[config.mk]
export PLATFORM = sky130hd
export DESIGN_NAME = dpb_stream_reader
export DESIGN_NICKNAME = d
export VERILOG_FILES = /design/src/rtl/dpb_stream_reader.sv
export SDC_FILE = /design/constraint.sdc
export NUM_CORES = 1
export LEC_CHECK = 0
export BUFFER_PORTS_ARGS = -buffer_cell sky130_fd_sc_hd__clkbuf_2
export CORE_UTILIZATION = 49
export CTS_BUF_LIST = sky130_fd_sc_hd__clkbuf_8
export CTS_CLUSTER_DIAMETER = 60
export DETAILED_ROUTE_END_ITERATION = 10
export GPL_TIMING_DRIVEN = 0
export PLACE_DENSITY = 0.71
export SLEW_MARGIN = 20
export SYNTH_ARGS = -nofsm -noshare
export SYNTH_HDL_FRONTEND = slang
export SYNTH_SLANG_ARGS = --single-unit
[constraint.sdc]
create_clock -name clk -period 3.6 [get_ports clk]
set_clock_uncertainty 0.15 [all_clocks]
set_input_delay 0.18 -clock clk [delete_from_list [all_inputs] [get_ports clk]]
set_output_delay 0.18 -clock clk [all_outputs]
set_load 0.005 [all_outputs]
[src/rtl/dpb_stream_reader.sv]
`default_nettype none
// ============================================================================
// Module      : dpb_stream_reader
// Description : Read-side burst engine for the 2048x9 HDMI dual-port RAM.
//               Issues reads, absorbs the 1-cycle RAM latency through a skid
//               FIFO and streams words out over valid/ready.
//               Optional macro DPB_READER_PARITY_EN enables the sticky
//               even-parity checker on popped words.
// Revision    : 1.0 - initial release
// ============================================================================
module dpb_stream_reader #(
    parameter int ADDR_W     = 11,
    parameter int DATA_W     = 9,
    parameter int FIFO_DEPTH = 4
) (
    input  logic              clk,
    input  logic              resetn,
    input  logic              start,
    input  logic [ADDR_W-1:0] base_addr,
    input  logic [ADDR_W:0]   length,
    output logic              busy,
    output logic              done,
    output logic              ram_ce,
    output logic              ram_oce,
    output logic [ADDR_W-1:0] ram_ad,
    input  logic [DATA_W-1:0] ram_dout,
    output logic              m_valid,
    input  logic              m_ready,
    output logic [DATA_W-1:0] m_data,
    output logic              m_last,
    output logic              parity_err
);

    localparam int c_PTR_W = $clog2(FIFO_DEPTH);
    localparam int c_CNT_W = c_PTR_W + 1;
    localparam logic [c_CNT_W-1:0] c_DEPTH = c_CNT_W'(FIFO_DEPTH);
    localparam logic [ADDR_W:0]    c_ONE   = (ADDR_W+1)'(1);

    localparam logic [1:0] c_IDLE  = 2'd0;
    localparam logic [1:0] c_RUN   = 2'd1;
    localparam logic [1:0] c_DRAIN = 2'd2;
    localparam logic [1:0] c_FLUSH = 2'd3;

    logic [1:0]         r_state;
    logic [ADDR_W-1:0]  r_base;
    logic [ADDR_W:0]    r_len;
    logic [ADDR_W:0]    r_issue_cnt;
    logic [ADDR_W:0]    r_pop_cnt;
    logic               r_inflight;
    logic [DATA_W-1:0]  r_mem [FIFO_DEPTH];
    logic [c_PTR_W-1:0] r_wptr;
    logic [c_PTR_W-1:0] r_rptr;
    logic [c_CNT_W-1:0] r_count;

    logic               w_pop;
    logic               w_issue;
    logic               w_last_issue;
    logic [c_CNT_W-1:0] w_occupancy;

    assign m_valid = (r_count != '0);
    assign w_pop   = m_valid & m_ready;
    assign m_data  = r_mem[r_rptr];
    assign m_last  = m_valid && ((r_pop_cnt + c_ONE) == r_len);

    // Credit check counts the word in flight from the RAM and frees the slot
    // being popped this cycle, so a full FIFO that drains can still issue.
    assign w_occupancy  = r_count + c_CNT_W'(r_inflight) - c_CNT_W'(w_pop);
    assign w_issue      = (r_state == c_RUN) && (r_issue_cnt < r_len) && (w_occupancy < c_DEPTH);
    assign w_last_issue = w_issue && ((r_issue_cnt + c_ONE) == r_len);

    assign ram_ce  = w_issue;
    assign ram_oce = 1'b1;
    assign ram_ad  = r_base + r_issue_cnt[ADDR_W-1:0];

    assign busy = (r_state != c_IDLE);
    assign done = (r_state == c_FLUSH);

    always_ff @(posedge clk or negedge resetn) begin
        if (!resetn) begin
            r_state     <= c_IDLE;
            r_base      <= '0;
            r_len       <= '0;
            r_issue_cnt <= '0;
            r_pop_cnt   <= '0;
            r_inflight  <= 1'b0;
        end else begin
            r_inflight <= w_issue;
            if (w_issue) r_issue_cnt <= r_issue_cnt + c_ONE;
            if (w_pop)   r_pop_cnt   <= r_pop_cnt + c_ONE;
            case (r_state)
                c_IDLE: begin
                    if (start) begin
                        r_base      <= base_addr;
                        r_len       <= length;
                        r_issue_cnt <= '0;
                        r_pop_cnt   <= '0;
                        r_state     <= (length == '0) ? c_FLUSH : c_RUN;
                    end
                end
                c_RUN: begin
                    if (w_last_issue) r_state <= c_DRAIN;
                end
                c_DRAIN: begin
                    if (w_pop && m_last) r_state <= c_FLUSH;
                end
                default: r_state <= c_IDLE;
            endcase
        end
    end

    // Skid FIFO: RAM data is captured the cycle after its read strobe.
    always_ff @(posedge clk or negedge resetn) begin
        if (!resetn) begin
            for (int i = 0; i < FIFO_DEPTH; i++) r_mem[i] <= '0;
            r_wptr  <= '0;
            r_rptr  <= '0;
            r_count <= '0;
        end else begin
            if (r_inflight) begin
                r_mem[r_wptr] <= ram_dout;
                r_wptr        <= r_wptr + c_PTR_W'(1);
            end
            if (w_pop) r_rptr <= r_rptr + c_PTR_W'(1);
            r_count <= r_count + c_CNT_W'(r_inflight) - c_CNT_W'(w_pop);
        end
    end

`ifdef DPB_READER_PARITY_EN
    logic r_parity_err;

    always_ff @(posedge clk or negedge resetn) begin
        if (!resetn) begin
            r_parity_err <= 1'b0;
        end else if (w_pop && (^m_data)) begin
            r_parity_err <= 1'b1;
        end
    end

    assign parity_err = r_parity_err;
`else
    assign parity_err = 1'b0;
`endif

endmodule
`default_nettype wire

* Word level (Yosys, flattened, before mapping) *
Cells that the tools add are included.

storage, ports and cells
  word-level logic and storage cells = 65
  output and inout port bits = 27
  bits of input ports = 36
  register bits = 93

operators by class
  bitwise gates (word level) = 3
  $add $sub $neg = 7
  $lt $le $gt $ge = 5
  eq/ne operators = 8
  reductions and logical operators = 12
  muxes and demuxes = 17

operators with widths
  cell                                                                  number
  12-bit 2-to-1 mux                                                     6
  36-bit bitwise mux                                                    1
  9-bit 2-to-1 mux                                                      3
  12-bit by 1-bit adder with 12-bit output, second input constant       2
  12-bit equality test                                                  2
  9-bit binary-select mux with 2-bit select                             1
  9-bit demux with 2-bit select                                         1
  12-bit logical NOT                                                    1
  12-bit < comparator                                                   1
  11-bit adder                                                          1
  2-bit 2-to-1 mux                                                      4
  3-bit greater-or-equal comparator, second input constant              2
  1-bit logical AND                                                     6
  2-bit inequality test, second input constant                          3
  2-bit inverter with 3-bit output                                      2
  2-bit case mux with 3 select lines                                    1
  2-bit by 1-bit adder with 2-bit output, second input constant         2
  2-bit equality test, second input constant                            2
  3-bit by 1-bit adder with 3-bit output                                1
  3-bit by 1-bit < comparator with 1-bit output, second input constant  1
  3-bit < comparator, second input constant                             1
  3-bit AND reduction                                                   1
  3-bit nonzero test                                                    1
  3-bit by 1-bit subtractor with 3-bit output                           1
  other kinds (5)                                                       5

* Longest topological paths before layout *
  depth after elaboration = 8
  mapped depth = 15
  mapped depth without buffers = 14

* Least setup slack after synthesis *
OpenSTA, ideal clock, no wires.

  path kind = register -> register
  start = register r_count[1]
  end = register r_issue_cnt[11]
  data required time = 3.318 ns
  setup time = 0.132 ns
  cell stages (with the launch flop) = 14
  path buffers = 0
  period minus slack after synthesis = 3.565 ns
  arrival = 3.283 ns
  slack = 0.035 ns
  path through = dfrtp_1 nor3_1 inv_1 nand2_1 clkinv_1 ha_1 inv_1 ha_1 fa_1 xnor2_1 a211o_1 or4_2 xor2_1 nor2_1

between the ends
  cells in the longest elaborated chain, start to end = 8
  elaborated cells on any way between the ends = 9
  classes of those cells = add/sub (2); order compare (1); mux (3); bitwise (1); reduce/logical (2)

RTL lines
  element                                          RTL line  text
  start, declared                                  53        logic [c_CNT_W-1:0] r_count;
  start signal, assigned                           124       r_count <= r_count + c_CNT_W'(r_inflight) - c_CNT_W'(w_pop);
  3-bit nonzero test (*)                           60        assign m_valid = (r_count != '0);
  net m_valid                                      27        output logic m_valid,
  1-bit bitwise AND (*)                            61        assign w_pop = m_valid & m_ready;
  net w_pop                                        55        logic w_pop;
  3-bit by 1-bit subtractor with 3-bit output (*)  67        assign w_occupancy = r_count + c_CNT_W'(r_inflight) - c_CNT_W'(w_pop);
  net w_occupancy[2]                               58        logic [c_CNT_W-1:0] w_occupancy;
  3-bit < comparator (*)                           68        assign w_issue = (r_state == c_RUN) && (r_issue_cnt < r_len) && (w_occupancy < c_DEPTH);
  1-bit logical AND (*)                            68
  12-bit 2-to-1 mux (*)                            88        if (w_issue) r_issue_cnt <= r_issue_cnt + c_ONE;
  12-bit 2-to-1 mux                                92        if (start) begin
  12-bit 2-to-1 mux (*)                            90        case (r_state)
  end signal, assigned                             88
  end, declared                                    47        logic [ADDR_W:0] r_issue_cnt;

Mark *: on every way through the listed nets, which the timed path passes. The rest lies on a longest branch.
A chain may end at the register's enable or synchronous reset.

* Final worst setup path *
  start = register r_count[2]
  end = register r_issue_cnt[11]

between the ends
  cells in the longest elaborated chain, start to end = 8
  elaborated cells on any way between the ends = 9
  classes of those cells = add/sub (2); order compare (1); mux (3); bitwise (1); reduce/logical (2)

RTL lines
  element                                          RTL line
  3-bit nonzero test (*)                           60
  1-bit bitwise AND (*)                            61
  net w_pop                                        55
  3-bit by 1-bit subtractor with 3-bit output (*)  67
  net w_occupancy[2]                               58
  3-bit < comparator (*)                           68
  1-bit logical AND (*)                            68
  12-bit 2-to-1 mux (*)                            88
  12-bit 2-to-1 mux                                92
  12-bit 2-to-1 mux (*)                            90

Marked as above.

==> metrics.md <==
| Metric | Value |
|---|---|
| Vias in the first global route | `roughly 4500` |
| Die area | `approximately 12000 um^2` |
| RSZ-0062 raised after global routing | `false` |
| Final Hold Vio Count | `0` |
| Leakage | `roughly 3.1 nW` |
| Die X | `approximately 110 um` |
| Relative slew slack | `0.458` |
| GP Congestion | `approximately 0.85` |
| Synth Flop Type | `dfrtp_1` |
| Pin count of the biggest net entering global routing | `94` |
| Mapped Nets | `approximately 650` |
| CP max FO | `9` |
| Io pins | `63` |
| Synth Warn # | `0` |
| WL per Instance | `16.0 um` |
| Syn Std Cell Area | `~5700 um^2` |
| Max clock buf depth | `2` |
| Residual DRC | `0` |
| PD cells | `722 nW/um^2` |
| Status | `completed` |
| Worst-Skew Late Latency | `roughly 0.38 ns` |
| Initial antenna violation count | `0` |
| Area added between synthesis and finish | `19.3%` |
| Yosys reg bits | `93` |
| Global route total overflow | `0` |
| Max IR drop VDD | `between 0.3 and 0.4 mV` |
| First-pass GRT wire length | `between 20000 and 25000 um` |
| Global-route usage over all layers | `0.241` |
| Syn Area/Cell | `just under 10 um^2` |
| CP Data Arrival Time | `roughly 3.6 ns` |
| Worst-Margin Slew | `roughly 0.81 ns` |
| Chip height | `roughly 110 um` |
| Vias | `between 4000 and 5000` |
| Rows | `38` |
| Proportion of layout cells with a drive suffix above 1 | `0.220` |
| CTS HTree Levels | `3` |
| Minimum clock period | `~3.5 ns` |
| Vias per inst | `about 5.6` |
| Pins over their slew limit | `0` |
| Fmax | `between 200 and 300 MHz` |
| Number of synthesized flops with an enable pin | `0` |
| Power, Total | `just under 5 mW` |
| Final core occ | `0.612` |
| Buffers on Ports | `60` |
| Most common cell in the netlist | `dfrtp_1` |
| HPWL after DPL | `approximately 9400 um` |
| Worst Setup End Kind | `register` |
| Initial DRC Count | `roughly 280` |
| Synth Instances | `576` |
| HP Class | `in -> reg` |
| ANT nets after route | `0` |
| Final setup fails | `0` |
| Max_cap viols | `0` |
| Cell taking the most area after synthesis | `dfrtp_1` |
| Ys async rst share | `1.00` |
| Yosys cell types | `61` |
| Clock slew at reported path FFs | `roughly 0.10 ns` |
| Post-synth top cells | `dfrtp_1 (93), nand2_1 (76), mux2_2 (37), ha_1 (35), nor2_1 (35)` |
| Synth top area share | `0.410` |
| Largest cells by area after synthesis | `dfrtp_1 (41%), ha_1 (7.7%), mux2_2 (7.3%)` |
| Area of the core | `around 11000 um^2` |
| Ant. Diodes | `0` |
| CTS Sinks | `between 90 and 100` |
| Initial Util | `0.513` |
| Nets@finish | `between 700 and 800` |
| Critical path class | `reg -> reg` |
| Startpoint types | `register` |
| TritonCTS Buffers | `9` |
| CP required | `around 3.7 ns` |
| Final period util | `0.970` |
| First drt pass iteration count | `5` |
| Clock root buffer | `clkbuf_8` |
| Final WL | `~13000 um` |
| Part of the Yosys area used for sequential elements | `0.410` |
| TritonCTS clock tree | `done` |
## per-stage QoR
step	cells	setup slack [ns]	hold WS, ns	instance area (um^2)	TNS [ns]
4_1_cts	826	0.0101	0.0774	6730	0
2_1_floorplan	576	0.0354	-0.266	5680	0
5_1_grt	832	0.00910	0.0939	6780	0
3_3_place_gp	776	-0.831	0.220	6160	-9.72
6_report	832	0.109	0.0961	6780	0
3_5_place_dp	776	-0.871	0.154	6170	-9.90
## critical path, cell delays in order (launching register included)
cell and delay [ns]:
dfrtp_1 0.43, nor3_4 0.24, inv_2 0.09, nand2_4 0.09, clkinv_4 0.11, ha_1 0.29
inv_1 0.04, ha_1 0.18, fa_1 0.39, xnor2_1 0.18, a211o_1 0.28, or4_2 0.68
xor2_1 0.15, nor2_1 0.05
## report_power, final
part           switching, mW  internal (mW)
logic                   1.19           1.22
clock network          0.413          0.264
registers              0.344           1.47
## per-layer routing
| layer | part of all wire | GRT usage | vias to the layer above |
|---|---|---|---|
| li1 | - | - | 2236 |
| met1 | 0.46 | 0.325 | 2280 |
| met2 | 0.48 | 0.388 | 101 |
| met3 | 0.040 | 0.0480 | 18 |
| met4 | 0.018 | 0.0800 | 0 |
| met5 | 0 | 0 | - |
## flip-flops by register name, indices dropped and copies added (netlist names)
register     flops
r_count          3
r_state          2
r_pop_cnt       12
r_wptr           2
r_base          11
r_len           12
r_mem           36
r_rptr           2
r_issue_cnt     12
r_inflight       1
## kinds of logic after synthesis
family / Yosys count / share of synthesized area
muxes: 48 / 0.113
DFF: 93 / 0.410
xor gates and xnor gates: 55 / 0.0848
other: 2 / 0.00132
and+or+nand+nor: 195 / 0.169
adders and majority gates: 37 / 0.0841
AOI/OAI and AO/OA: 86 / 0.0949
buffers and inverters: 60 / 0.0440
## layout by cell type (no fill, tap or decap), drive strengths merged, types with 5 or more instances in the layout
| master | n |
|---|---|
| o21ai | 34 |
| xnor2 | 34 |
| nand4 | 13 |
| clkbuf | 86 |
| buf | 15 |
| xor2 | 21 |
| and4 | 5 |
| nor2 | 35 |
| dfrtp | 93 |
| nor2b | 7 |
| and3 | 7 |
| a21oi | 19 |
| mux4 | 9 |
| nand3 | 11 |
| dlygate4sd3 | 33 |
| ha | 35 |
| nor3 | 12 |
| a31oi | 6 |
| nand2 | 76 |
| and2 | 5 |
| mux2 | 38 |
| or3 | 7 |
| inv | 39 |
## repair_timing
item                       4_1_cts  5_1_grt
setup buffers                    1        6
hold buffers                    33        0
setup endpoints to repair       16        3
gates resized for setup         12        2
pin swaps                        1        4
hold endpoints to repair       152        0
## cell type report
type,instances,area [um^2]
multi-input combinational,423,3140
tap,140,175
clock buffer,9,124
sequential,93,2330
inverter,35,136
clock inverter,7,56.3
buffer,25,129
fill,939,4300
timing repair buffer,100,692
## path summary, 6_finish.rpt
kind	start	to	slack (ns)	cells past startpoint
max	r_count[2]	r_issue_cnt[11]	0.11	13
max in group asynchronous	resetn	r_count[1]	2.49	2
min reg2reg	r_base[7]	r_base[7]	0.34	2
max reg2reg	r_count[2]	r_issue_cnt[11]	0.11	13
min	m_ready	r_rptr[0]	0.1	4
min in group asynchronous	resetn	r_pop_cnt[4]	0.23	2
No activity file was read; power rests on OpenSTA's default activity.
